[config.mk]
export PLATFORM = sky130hd
export DESIGN_NAME = vga_frame_reader
export DESIGN_NICKNAME = d
export VERILOG_FILES = /design/src/rtl/vga_frame_reader.sv
export SDC_FILE = /design/constraint.sdc
export NUM_CORES = 1
export LEC_CHECK = 0
export CORE_UTILIZATION = 60
export CTS_BUF_LIST = sky130_fd_sc_hd__clkbuf_16
export DETAILED_ROUTE_END_ITERATION = 7
export GPL_TIMING_DRIVEN = 0
export PLACE_DENSITY = 0.91
export SYNTH_ARGS = -nofsm -noshare
export SYNTH_HDL_FRONTEND = slang
export SYNTH_SLANG_ARGS = --single-unit
[constraint.sdc]
create_clock -name clk -period 9.2 [get_ports clk]
set_clock_uncertainty 0.2 [all_clocks]
set_input_delay 2.3 -clock clk [delete_from_list [all_inputs] [get_ports clk]]
set_output_delay 2.3 -clock clk [all_outputs]
set_load 0.05 [all_outputs]
[src/rtl/vga_frame_reader.sv]
// VGA scan-out from the gray frame RAM, with sync/blank/pixel aligned to the RAM read latency.
// Optional `TEST_PATTERN_EN adds tp_sel and a checker+ramp pattern for in-window pixels.
module vga_frame_reader #(
  parameter int         H_VIS  = 640,
  parameter int         H_FP   = 16,
  parameter int         H_SYNC = 96,
  parameter int         H_BP   = 48,
  parameter int         V_VIS  = 480,
  parameter int         V_FP   = 10,
  parameter int         V_SYNC = 2,
  parameter int         V_BP   = 33,
  parameter int         RD_LAT = 1,
  parameter logic [7:0] BORDER = 8'h00
) (
  input  logic        clk,
  input  logic        rst,
  input  logic        sw,
  input  logic        frame_ready,
`ifdef TEST_PATTERN_EN
  input  logic        tp_sel,
`endif
  output logic [18:0] ram_addr,
  input  logic [7:0]  ram_data,
  output logic [7:0]  pixel_out,
  output logic        hsync,
  output logic        vsync,
  output logic        video_on,
  output logic        frame_start
);

  localparam int H_TOTAL = H_VIS + H_FP + H_SYNC + H_BP;
  localparam int V_TOTAL = V_VIS + V_FP + V_SYNC + V_BP;
  localparam int HS_BEG  = H_VIS + H_FP;
  localparam int HS_END  = HS_BEG + H_SYNC - 1;
  localparam int VS_BEG  = V_VIS + V_FP;
  localparam int VS_END  = VS_BEG + V_SYNC - 1;

  typedef struct packed {
    logic       hs;
    logic       vs;
    logic       vid;
    logic       fs;
    logic       win;
    logic       arm;
`ifdef TEST_PATTERN_EN
    logic       tp;
    logic [7:0] pat;
`endif
  } ctrl_t;

  localparam ctrl_t CTRL_IDLE = '{hs: 1'b1, vs: 1'b1, default: '0};

  logic [9:0]  h_cnt, v_cnt;
  logic        h_wrap, v_wrap, at00;
  logic        scale_q, armed_q, seen_q;
  logic        scale_eff, arm_eff;
  logic [10:0] x0, y0, img_w, img_h, dh, dv;
  logic        in_win;
  logic [18:0] row_base;
  ctrl_t       ctrl_d;
  ctrl_t [RD_LAT:0] ctrl_pipe;
  ctrl_t       o;

  assign h_wrap = (h_cnt == 10'(H_TOTAL - 1));
  assign v_wrap = (v_cnt == 10'(V_TOTAL - 1));
  assign at00   = (h_cnt == 10'd0) && (v_cnt == 10'd0);

  always_ff @(posedge clk) begin
    if (!rst) begin
      h_cnt <= '0;
      v_cnt <= '0;
    end else begin
      h_cnt <= h_wrap ? 10'd0 : h_cnt + 10'd1;
      if (h_wrap) v_cnt <= v_wrap ? 10'd0 : v_cnt + 10'd1;
    end
  end

  // Scale and arming take effect at (0,0) using the inputs seen on that very cycle.
  assign scale_eff = at00 ? sw : scale_q;
  assign arm_eff   = armed_q | (at00 & (seen_q | frame_ready));

  always_ff @(posedge clk) begin
    if (!rst) begin
      scale_q <= 1'b1;
      armed_q <= 1'b0;
      seen_q  <= 1'b0;
    end else begin
      seen_q <= seen_q | frame_ready;
      if (at00) begin
        scale_q <= sw;
        if (seen_q | frame_ready) armed_q <= 1'b1;
      end
    end
  end

  assign x0    = scale_eff ? 11'd0 : 11'(H_VIS / 4);
  assign y0    = scale_eff ? 11'd0 : 11'(V_VIS / 4);
  assign img_w = scale_eff ? 11'(H_VIS) : 11'(H_VIS / 2);
  assign img_h = scale_eff ? 11'(V_VIS) : 11'(V_VIS / 2);
  // Rows/columns before the origin wrap to large values and fall out of the window.
  assign dh     = {1'b0, h_cnt} - x0;
  assign dv     = {1'b0, v_cnt} - y0;
  assign in_win = (dh < img_w) && (dv < img_h);

  always_ff @(posedge clk) begin
    if (!rst) begin
      row_base <= '0;
      ram_addr <= '0;
    end else begin
      if (h_wrap) begin
        if (v_wrap)          row_base <= '0;
        else if (dv < img_h) row_base <= row_base + 19'(img_w);
      end
      if (in_win) ram_addr <= row_base + 19'(dh);
    end
  end

  always_comb begin
    ctrl_d     = CTRL_IDLE;
    ctrl_d.hs  = !((h_cnt >= 10'(HS_BEG)) && (h_cnt <= 10'(HS_END)));
    ctrl_d.vs  = !((v_cnt >= 10'(VS_BEG)) && (v_cnt <= 10'(VS_END)));
    ctrl_d.vid = (h_cnt < 10'(H_VIS)) && (v_cnt < 10'(V_VIS));
    ctrl_d.fs  = at00;
    ctrl_d.win = in_win;
    ctrl_d.arm = arm_eff;
`ifdef TEST_PATTERN_EN
    ctrl_d.tp  = tp_sel | ~arm_eff;
    ctrl_d.pat = {h_cnt[5] ^ v_cnt[5], 7'h00} | (h_cnt[7:0] & 8'h7F);
`endif
  end

  // Stage 0 is registered alongside ram_addr; the last stage meets ram_data.
  always_ff @(posedge clk) begin
    if (!rst) ctrl_pipe <= {(RD_LAT + 1){CTRL_IDLE}};
    else      ctrl_pipe <= {ctrl_pipe[RD_LAT-1:0], ctrl_d};
  end

  assign o           = ctrl_pipe[RD_LAT];
  assign hsync       = o.hs;
  assign vsync       = o.vs;
  assign video_on    = o.vid;
  assign frame_start = o.fs;

  always_comb begin
    pixel_out = 8'h00;
    if (!o.vid)      pixel_out = 8'h00;
`ifdef TEST_PATTERN_EN
    else if (o.win && o.tp) pixel_out = o.pat;
`endif
    else if (!o.arm) pixel_out = 8'h00;
    else if (!o.win) pixel_out = BORDER;
    else             pixel_out = ram_data;
  end

endmodule

==> results list, run 1 <==
- Max IR drop VDD: 124 uV
- Post-CTS repair changed the size of 0 cells.
* Number of nets still failing antenna checks after routing: 0
- After clock tree synthesis, the flow added hold-fix buffers numbering 0.
- Dominant cells by area after synthesis: dfxtp_1 36%, ha_1 8.2%, xnor2_1 4.8%
- Avg Synthesized Cell Area: 8.61 um^2
* Static leakage power: 1.68 nW
* Initial Utilization: 0.621
- Number of enable flip-flop cells after synthesis: 0
* Setup violation total in the final timing report: 0
* Starting DRT DRC Count: 328
- Initial antenna violation count: 0
* Overflow left after global routing: 0
- PwrDens: 164 nW/um^2
- Total power after layout: 0.000729 W
- Global-route wire length before repair: 15.1 mm
- In the finished design, the share of the clock period the worst path needs comes to 0.717.
* Residual DRC: 0
* Total Routed Length: 9.34 mm
- CTS placed an instance of clkbuf_16 at the clock tree root.
- In this run the worst setup path begins at sw.
* Unrepaired setup endpoints after global routing: no
* Flip-flop cell with the highest count after synthesis: dfxtp_1
- In this run the deepest clock path goes through 2 buffers.
* Shortest period the worst path allows: 6.59 ns
- Compared with the post-synthesis result, the final layout area differs by 21.0%.
- At the pin with the least slew margin, the transition time is 0.925 ns.
- Yosys warning count: 0
- Of all cell types, the one taking the most synthesized area is dfxtp_1.
* Register area: 1340 um^2
- Multi-input gate area: 2120 um^2
- Entering global routing, the biggest net connects 13 pins.
- Detail-routed via count per cell: 6.15
* Worst reg2reg startpoint: v_cnt[0]
- The HPWL after detailed placement is 6.41 mm.
- At the end of the flow, the number of nets in the layout was 517.
* Final GP Congestion: 0.937
- The via count of the first global-routing pass came to 3312.
- The synthesized netlist contains 53 unique library cells.
- Layout cells sized above 1: 0.0661
- Hold WC Path Type: reg2reg
- Endpoint of the worst-slack reg-to-reg timing path: row_base[11]
- Critical Path Fanout Max: 10
- Static timing analysis puts the maximum clock frequency at 152 MHz.
- Top-area cell type share of the netlist area: 0.365
- Clock insertion delay at the later pin of the skew report: 0.34 ns
- End-of-flow core utilization: 0.751
* Cells after synthesis: 427
* Number of maximum-capacitance violations: 0
- Wire per inst: 16.7 um
* Number of hold-slack violations in the final timing report: 0
- GRT Overall Usage: 0.311
- Post-Route Hold Slack: 0.213 ns
- STA classifies the critical path startpoint as an input pin.
* Syn Nets: 465
- For this run, asynchronously set or reset flops after synthesis account for 0.
- Setup Crit Path Kind: in2reg
- Num rows: 28
- Portion of the post-synthesis area used by sequential elements: 0.365
- CTS tree: built
* Fillers: 398
- The max-slew violation count is 0.
* Status: finished, final reports clean
- Number of I/O pins: 43
* Capturing element type of the critical path: flop
* Setup tns final: 0 ns
* H-tree levels: 3
- Data arrives at the worst endpoint at 6.59 ns.
- The critical path ends at ram_addr[15].
* Number of I/O port buffers: 41
* Placeable Area: 5920 um^2
- Clk pin slew, worst setup/hold paths: 0.06 ns
- Number of flip-flops and latches in the synthesized netlist: 67
- Buffers added to address setup during post-CTS repair amount to 0.
* Number of buffers created by CTS: 9
* Via count: 3436
* Number of search-and-repair iterations in the first detailed-routing pass: 5
* Count of antenna diodes in the layout: 0
* Height of the die: 80.3 um
- For the worst flop-to-flop path, the logic depth is 18.
- The die covers 6440 um^2.
- Register-to-register setup slack: 3.70 ns
* Die Span X: 80.3 um
- Worst EP required: 9.20 ns
* Max-Slew Margin vs Limit: 0.368
- The cell area that synthesis handed to floorplanning was 3670 um^2.
* CTS sink cnt: 67
==> synthesized netlist by cell type (7+ instances only) <==
library cell	instances
nand3_1	31
clkbuf_1	19
or4_1	9
nand2_1	32
o21ai_0	16
and2_1	12
xor2_1	16
inv_1	18
nor2_1	37
nor3_1	7
nand4_1	10
a21oi_1	17
o31ai_1	13
xnor2_1	20
dfxtp_1	67
ha_1	24
==> critical path, stage by stage <==
cell,delay [ns]
clkdlybuf4s50_1,0.49
inv_1,0.05
or3_4,0.40
nand2_1,0.35
inv_1,0.29
ha_1,0.28
ha_1,0.21
xnor2_1,0.22
ha_1,0.30
a21o_1,0.19
a21oi_1,0.22
o21bai_1,0.14
a21oi_1,0.55
nor2_1,0.15
nand2_1,0.13
xor2_1,0.21
o31ai_1,0.10
==> routing by layer <==
metal	track usage	part of all wire
met5	0	0
met2	0.519	0.48
met4	0.207	0.047
met3	0.0705	0.075
met1	0.353	0.40
==> registers in the layout (all words and copies together), names as in the netlist <==
signal / flops
ctrl_pipe: 8
ram_addr: 19
vsync: 1
frame_start: 1
seen_q: 1
v_cnt: 10
video_on: 1
scale_q: 1
row_base: 13
h_cnt: 10
armed_q: 1
hsync: 1
==> cell type report <==
class,count,area share
timing repair buffer,41,0.0923
clock buffer,9,0.0506
buffer,27,0.0309
tap,75,0.0211
sequential,67,0.302
multi-input combinational,314,0.478
clock inverter,7,0.00985
inverter,19,0.0160
==> power by group <==
part	internal, W	total (W)	switching (W)
combinational	0.0000453	0.000116	0.0000709
clock	0.000181	0.000312	0.000131
sequential	0.000297	0.000301	0.00000420
total	0.000523	0.000729	0.000207
==> how the worst min path moves through the flow <==
| stage | start | end | slack, ns | cells past startpoint |
|---|---|---|---|---|
| after floorplan | ctrl_pipe[5] | hsync | 0.19 | 1 |
| after global placement | ctrl_pipe[5] | hsync | 0.19 | 1 |
| after detailed placement | ctrl_pipe[5] | hsync | 0.20 | 1 |
| after CTS | ctrl_pipe[5] | hsync | 0.21 | 1 |
| after global routing | ctrl_pipe[5] | hsync | 0.23 | 1 |
| final | ctrl_pipe[4] | vsync | 0.21 | 1 |
==> through the flow <==
stage | std cells | cell area, um^2 | worst slack [ns]
global placement | 543 | 4180 | 2.53
floorplan | 427 | 3670 | 3.47
CTS | 559 | 4450 | 2.70
finish | 559 | 4450 | 2.61
global route | 559 | 4450 | 2.37
detailed placement | 543 | 4180 | 2.49
==> kinds of logic after synthesis <==
family,synth area share
adder cells (fa/ha/maj),0.0926
flip-flops,0.365
multiplexers,0.00272
AO/OA/AOI/OAI,0.147
buffers and inverters,0.0569
XOR/XNOR,0.0858
AND/OR/NAND/NOR,0.250
==> placed cells by master, fill, tap and decap left out, types with 4 or more instances in the layout <==
cell type	instances
nand2_1	32
nor2_1	37
o21ai_0	16
a31oi_1	5
o211ai_1	6
nor3_1	7
dfxtp_1	67
or3_1	5
inv_1	18
nand3_1	31
nand4_1	10
clkdlybuf4s50_1	41
and3_1	6
ha_1	24
xnor2_1	20
a21oi_1	17
xor2_1	16
and2_1	12
buf_6	4
clkbuf_1	19
or4_1	9
clkbuf_16	9
o31ai_1	13
a21o_1	6
No activity file was read; power rests on OpenSTA's default activity.
==> run 2: changes to the inputs <==
--- a/config.mk
+++ b/config.mk
@@ -5,11 +5,11 @@
 export SDC_FILE = /design/constraint.sdc
 export NUM_CORES = 1
 export LEC_CHECK = 0
-export CORE_UTILIZATION = 60
+export CORE_UTILIZATION = 56
 export CTS_BUF_LIST = sky130_fd_sc_hd__clkbuf_16
 export DETAILED_ROUTE_END_ITERATION = 7
 export GPL_TIMING_DRIVEN = 0
-export PLACE_DENSITY = 0.91
+export PLACE_DENSITY = 0.86
 export SYNTH_ARGS = -nofsm -noshare
 export SYNTH_HDL_FRONTEND = slang
 export SYNTH_SLANG_ARGS = --single-unit
==> constraint.sdc (replaced) <==
create_clock -name clk -period 6.7 [get_ports clk]
set_clock_uncertainty 0.2 [all_clocks]
set_input_delay 1.675 -clock clk [delete_from_list [all_inputs] [get_ports clk]]
set_output_delay 1.675 -clock clk [all_outputs]
set_load 0.05 [all_outputs]
==> results list, run 2 (synthesized netlist as in run 1, its figures left out) <==
- Status: finished, final reports clean (unchanged).
- The number of buffers between clock root and the deepest sink is 2 (unchanged).
- Initial antenna violation count: 0 (unchanged)
- H-tree levels: 3 (unchanged)
- Commonest non-fill, non-tap cells in the layout: 67 x dfxtp_1, 41 x clkdlybuf4s50_1, 37 x nor2_1 (unchanged).
- Fin. max-slew vios: 0 (unchanged)
* Final WS setup: 0.728 ns (was 2.61 ns)
* Crit-path most repeated cell: inv_1 (was ha_1)
* Cts-stage hold buffer count: 0 (unchanged)
- Number of I/O pins: 43 (unchanged)
* Wire per inst: 16.7 um (about the same)
- Setup violation total in the final timing report: 0 (unchanged)
- The final weighted congestion of routability-driven global placement is 0.874 (was 0.937).
- The buffers inserted during post-CTS setup optimization came to 0 (unchanged).
- The number of flip-flops in the largest register was 19 (unchanged).
* Hold_sp: ctrl_pipe[5] (was ctrl_pipe[4])
- The first-pass GRT wire length was 15.6 mm (was 15.1 mm).
- The number of max-cap violations was 0 (unchanged).
- The total congestion overflow after global routing came to 0 (unchanged).
- The placement-stage worst setup slack came to 0.511 ns (was 2.49 ns).
- Worst EP required: 6.76 ns (was 9.20 ns)
- PwrDens: 238 nW/um^2 (was 164 nW/um^2)
* Setup tns final: 0 ns (unchanged)
- The launching instance or port of the critical path is sw (unchanged).
* Hold WC Path Type: reg2reg (unchanged)
* Crit-path leading delay family: simple AND/OR/NAND/NOR gates (was compound AO/OA/AOI/OAI gates)
* Max IR drop VDD: 162 uV (was 124 uV)
- Placeable Area: 6350 um^2 (was 5920 um^2)
- The residual DRC count came to 0 (unchanged).
- Number of I/O port buffers: 41 (unchanged)
- The flip-flop and latch area came to 1340 um^2 (unchanged).
* Number of nets still failing antenna checks after routing: 0 (unchanged)
* Shortest period the worst path allows: 5.97 ns
- Fillers: 445 (was 398)
- The static leakage is 1.71 nW (was 1.68 nW).
* Largest net degree at the start of global routing: 12 (was 13)
- The share of layout cells above drive strength 1 is 0.0640 (was 0.0661).
* Clock insertion delay at the later pin of the skew report: 0.34 ns (about the same)
- Via count: 3438 (was 3436)
- The number of rows in the core area is 29 (was 28).
- The CTS root buffer is clkbuf_16 (unchanged).
* Cell with the largest stage delay on the worst path: a2111oi_0 (was a21oi_1)
* Startpoint Class: input pin (unchanged)
- The total inserted antenna cells is 0 (unchanged).
- Detail-routed via count per cell: 6.13 (was 6.15)
- CTS sink cnt: 67 (unchanged)
- The clock edge transition at the registers on the reported setup and hold paths came to 0.05 ns (was 0.06 ns).
* Layout Area Growth over Synthesis: 22.2% (was 21.0%)
- The number of iterations in the first detailed-routing pass came to 5 (unchanged).
- Data arrival time at the worst-slack endpoint: 6.03 ns (was 6.59 ns)
- Setup Crit Path Kind: in2reg (unchanged)
- Largest stage delay on the critical path: 0.61 ns (was 0.55 ns)
- The endpoint kind of the worst setup timing path is a flop (unchanged).
* Height of the die: 83.0 um (was 80.3 um)
* Largest register by flop count: ram_addr (unchanged)
- The relative max-transition margin came to 0.471 (was 0.368).
- The estimated wirelength of the detail-placed design was 6.42 mm (was 6.41 mm).
* Multi-input gate area: 2120 um^2 (unchanged)
- Buffers & Inverters on Critical Path: 4 (was 3)
- Unrepaired setup endpoints after global routing: no (unchanged)
* Initial Utilization: 0.579 (was 0.621)
- Cells along the critical path: clkdlybuf4s50_1, inv_1, or3_4, nand2_1, inv_1, nand2b_1, fa_1, a21o_1, a2111oi_0, xor2_1, nor2_1, nand2_4, buf_6, or4_1, a31oi_1 (was clkdlybuf4s50_1, inv_1, or3_4, nand2_1, inv_1, ha_1, ha_1, xnor2_1, ha_1, a21o_1, a21oi_1, o21bai_1, a21oi_1, nor2_1, nand2_1, xor2_1, o31ai_1).
- The via count of the first global-routing pass is 3306 (was 3312).
- Total Routed Length: 9.35 mm (was 9.34 mm)
- Area of the die: 6890 um^2 (was 6440 um^2)
- The post-cts gate resize count is 0 (unchanged).
* Achievable Freq: 167 MHz
- Number of hold-slack violations in the final timing report: 0 (unchanged)
- The overall die width was 83.0 um (was 80.3 um).
- Leading registers by flop count: ram_addr (19), row_base (13) (unchanged)
- The number of CTS-inserted buffers was 9 (unchanged).
- GRT Overall Usage: 0.283 (was 0.311)
- Slew of the pin with the lowest slew margin: 0.773 ns (was 0.925 ns)
* Critical Path Fanout Max: 10 (unchanged)
- The origin of the critical flop-to-flop path is v_cnt[1] (was v_cnt[0]).
* Period utilisation layout: 0.891
- The number of nets in the layout is 517 (unchanged).
- CTS tree: built (unchanged)
- The number of DRC markers after the initial detailed-route iteration was 258 (was 328).
- The leading cell type in the layout, fill and taps excluded is dfxtp_1 (unchanged).
==> run 2: cell count changes in the layout (fill, tap and decap cells not counted), sizes merged <==
cell and change:
clkinvlp -2, bufinv +2
==> run 2: worst register-to-register path: stages (launching register included) <==
cell and delay, ns:
dfxtp_1 0.36, inv_1 0.11, ha_1 0.15, or4b_4 0.45, or2_1 0.23, buf_6 0.14
o21ai_2 0.20, nand2_1 0.34, inv_1 0.41, nand2b_1 0.14, fa_1 0.44, a21o_1 0.19
a2111oi_0 0.61, xor2_1 0.14, nor2_1 0.53, nand2_4 0.10, buf_6 0.17, or4_1 0.52
a31oi_1 0.18
==> run 2: final cells by class <==
class	instances	share of cell area
inverters	19	0.0159
well taps	77	0.0215
flip-flops and latches	67	0.299
clock buffers	9	0.0502
multi-input cells	314	0.473
clock inverters	7	0.0187
plain buffers	27	0.0306
repair buffers	41	0.0914
==> run 2: metal layers <==
layer	part of all wire	wire length, um	vias to the layer above	global-route usage
met4	0.034	319	0	0.155
li1	-	-	1621	-
met3	0.070	656	31	0.0557
met1	0.41	3850	1609	0.345
met5	0	0	-	0
met2	0.48	4520	177	0.469
==> run 2: final timing paths <==
kind	depth (start not counted)	to	slack, ns
hold reg to reg	1	hsync	0.21
setup reg to reg	18	row_base[13]	1.03
hold / removal	1	hsync	0.21
setup / recovery	15	row_base[13]	0.73
==> run 2: metrics by stage <==
stage | total power [W] | cells | area [um^2] | util | hold slack, ns
final | 0.00107 | 561 | 4490 | 0.707 | 0.210
after floorplan | 0.000535 | 427 | 3670 | - | 0.186
after global routing | 0.00110 | 561 | 4490 | 0.707 | 0.239
after detailed placement | 0.000576 | 545 | 4180 | 0.659 | 0.201
after global placement | 0.000567 | 545 | 4180 | 0.659 | 0.189
after CTS | 0.00106 | 561 | 4490 | 0.707 | 0.213
==> run 2: where the power goes <==
part	internal [W]	leakage [nW]	switching (W)
logic	0.0000624	1.02	0.0000978
registers	0.000408	0.543	0.00000583
clock network	0.000321	0.152	0.000172
total	0.000791	1.71	0.000276
==> run 3: changes to the inputs <==
==> constraint.sdc (replaced) <==
create_clock -name clk -period 6.7 [get_ports clk]
set_clock_uncertainty 0.2 [all_clocks]
set_input_delay 1.34 -clock clk [delete_from_list [all_inputs] [get_ports clk]]
set_output_delay 1.34 -clock clk [all_outputs]
set_load 0.05 [all_outputs]
==> results list, run 3 (synthesized netlist as in run 1, its figures left out) <==
* Count of antenna diodes in the layout: 0 (unchanged)
- The initial antenna violation count is 0 (unchanged).
- The hold buffer count at CTS came to 0 (unchanged).
- Largest net degree at the start of global routing: 12 (unchanged)
* Post-Route Hold Slack: 0.210 ns (about the same)
- The total via count after detailed routing came to 3437 (was 3438).
* Via count of the first global-routing pass: 3296 (was 3306)
- The height of the die is 83.0 um (unchanged).
* Overflow left after global routing: 0 (unchanged)
* Leading cell type in the layout, fill and taps excluded: dfxtp_1 (unchanged)
- Starting DRT DRC Count: 262 (was 258)
* Shortest period the worst path allows: 5.68 ns (was 5.97 ns)
- Clk pin slew, worst setup/hold paths: 0.06 ns (was 0.05 ns)
- Area of the die: 6890 um^2 (unchanged)
- Cell with the largest stage delay on the worst path: a2111oi_0 (unchanged)
* Fin. max-slew vios: 0 (unchanged)
- The number of max-cap violations was 0 (unchanged).
- The number of flip-flops in the largest register came to 19 (unchanged).
- Longest Clk Path Bufs: 2 (unchanged)
* Placed wire-length estimate after detailed placement: 6.42 mm (unchanged)
* Residual DRC: 0 (unchanged)
- Count of nets after finishing: 517 (unchanged)
* Max IR drop VDD: 162 uV (about the same)
- The register with the most flip-flops is ram_addr (unchanged).
- Setup tns final: 0 ns (unchanged)
- Initial Utilization: 0.579 (unchanged)
- Slew of the pin with the lowest slew margin: 0.775 ns (was 0.773 ns)
- The average wire per standard cell came to 16.6 um (was 16.7 um).
* PwrDens: 238 nW/um^2 (about the same)
* Static leakage power: 1.71 nW (unchanged)
* Layout Area Growth over Synthesis: 22.2% (unchanged)
* Worst EP required: 6.76 ns (about the same)
- The total detailed-routing wirelength is 9.34 mm (was 9.35 mm).
- The final-layout fill cell count came to 445 (unchanged).
- The post-cts gate resize count was 0 (unchanged).
- The relative max-transition margin is 0.470 (was 0.471).
* Status: finished, final reports clean (unchanged)
* Num rows: 29 (unchanged)
* Number of search-and-repair iterations in the first detailed-routing pass: 5 (unchanged)
- Critical Path Fanout Max: 10 (unchanged)
- Clock tree root driver cell: clkbuf_16 (unchanged)
* Setup Crit Path Kind: reg2reg (was in2reg)
- The CTS tree is built (unchanged).
* Number of I/O port buffers: 41 (unchanged)
- Commonest non-fill, non-tap cells in the layout: 67 x dfxtp_1, 41 x clkdlybuf4s50_1, 37 x nor2_1 (unchanged).
- The arrival time of the worst setup path was 5.74 ns (was 6.03 ns).
- The via-per-instance ratio came to 6.13 (about the same).
* Period utilisation layout: 0.848 (was 0.891)
- Final GP Congestion: 0.874 (unchanged)
- The overall die width is 83.0 um (unchanged).
- The first-pass GRT wire length is 15.6 mm (about the same).
- Capturing element type of the critical path: flop (unchanged)
- The share of layout cells above drive strength 1 was 0.0640 (unchanged).
- Number of buffers created by CTS: 9 (unchanged)
- Achievable Freq: 176 MHz (was 167 MHz)
* Leading registers by flop count: ram_addr (19), row_base (13) (unchanged)
- The total track usage was 0.283 (about the same).
- Cells along the critical path: inv_1, ha_1, or4b_4, or2_1, buf_6, o21ai_2, nand2_1, inv_1, nand2b_1, fa_1, a21o_1, a2111oi_0, xor2_1, nor2_1, nand2_4, buf_6, or4_1, a31oi_1 (was clkdlybuf4s50_1, inv_1, or3_4, nand2_1, inv_1, nand2b_1, fa_1, a21o_1, a2111oi_0, xor2_1, nor2_1, nand2_4, buf_6, or4_1, a31oi_1)
- The startpoint type of the worst setup path was a flop (was input pin).
* Clock insertion delay at the later pin of the skew report: 0.34 ns (about the same)
- Unrepaired setup endpoints after global routing: no (unchanged).
- The placeable core region is 6350 um^2 (unchanged).
* Number of I/O pins: 43 (unchanged)
- The largest stage delay on the critical path came to 0.61 ns (about the same).
- Number of nets still failing antenna checks after routing: 0 (unchanged)
- H-tree levels: 3 (unchanged)
* Hold WC Path Type: reg2reg (unchanged)
- Setup violation total in the final timing report: 0 (unchanged)
* Number of hold-slack violations in the final timing report: 0 (unchanged)
- CTS sink cnt: 67 (unchanged)
- Number of buffers added for setup after CTS: 0 (unchanged)
run 3: cell counts in the layout (fill, tap and decap cells not counted):
No cell type changed its count.
run 3: path summary, 6_finish.rpt:
check                    start      endpoint  slack [ns]  depth (start not counted)
setup / recovery      v_cnt[1]  row_base[13]        1.02                         18
hold / removal    ctrl_pipe[5]         hsync        0.21                          1
setup reg to reg      v_cnt[1]  row_base[13]        1.02                         18
hold reg to reg   ctrl_pipe[5]         hsync        0.21                          1
run 3: layout make-up:
cell class | instances | area, um^2 | share of cell area
multi-input combinational | 314 | 2120 | 0.473
timing repair buffer | 41 | 410 | 0.0914
inverter | 19 | 71.3 | 0.0159
clock buffer | 9 | 225 | 0.0502
buffer | 27 | 138 | 0.0306
clock inverter | 7 | 83.8 | 0.0187
tap | 77 | 96.3 | 0.0215
sequential | 67 | 1340 | 0.299
run 3: routing by layer:
metal  track usage  vias up  share of wire  wire length (um)
met5             0        -              0                 0
met4         0.152        0          0.030               277
met3        0.0557       27          0.067               628
met2         0.470      169           0.48              4500
met1         0.346     1624           0.42              3930
li1              -     1617              -                 -
run 3: critical path: cells and delay by family (launching register included):
kind / cells / cell delay (ns)
fa+ha+maj: 2 / 0.59
buf+inv: 4 / 0.82
simple gates: 7 / 2.30
xor+xnor: 1 / 0.15
compound gates: 4 / 1.18
flops: 1 / 0.36
run 3: stage by stage:
step                setup slack [ns]   util  total power (W)  cell area [um^2]  instances
floorplan                       1.93      -         0.000535              3670        427
global placement               0.965  0.659         0.000567              4180        545
detailed placement             0.846  0.659         0.000576              4180        545
CTS                             1.09  0.707          0.00106              4490        561
global route                   0.781  0.707          0.00110              4490        561
finish                          1.02  0.707          0.00107              4490        561
run 3: power by group:
| part | switching, W | total, W | internal (W) |
|---|---|---|---|
| Sequential | 0.00000582 | 0.000414 | 0.000408 |
| Clock | 0.000172 | 0.000493 | 0.000321 |
| Combinational | 0.0000978 | 0.000160 | 0.0000624 |
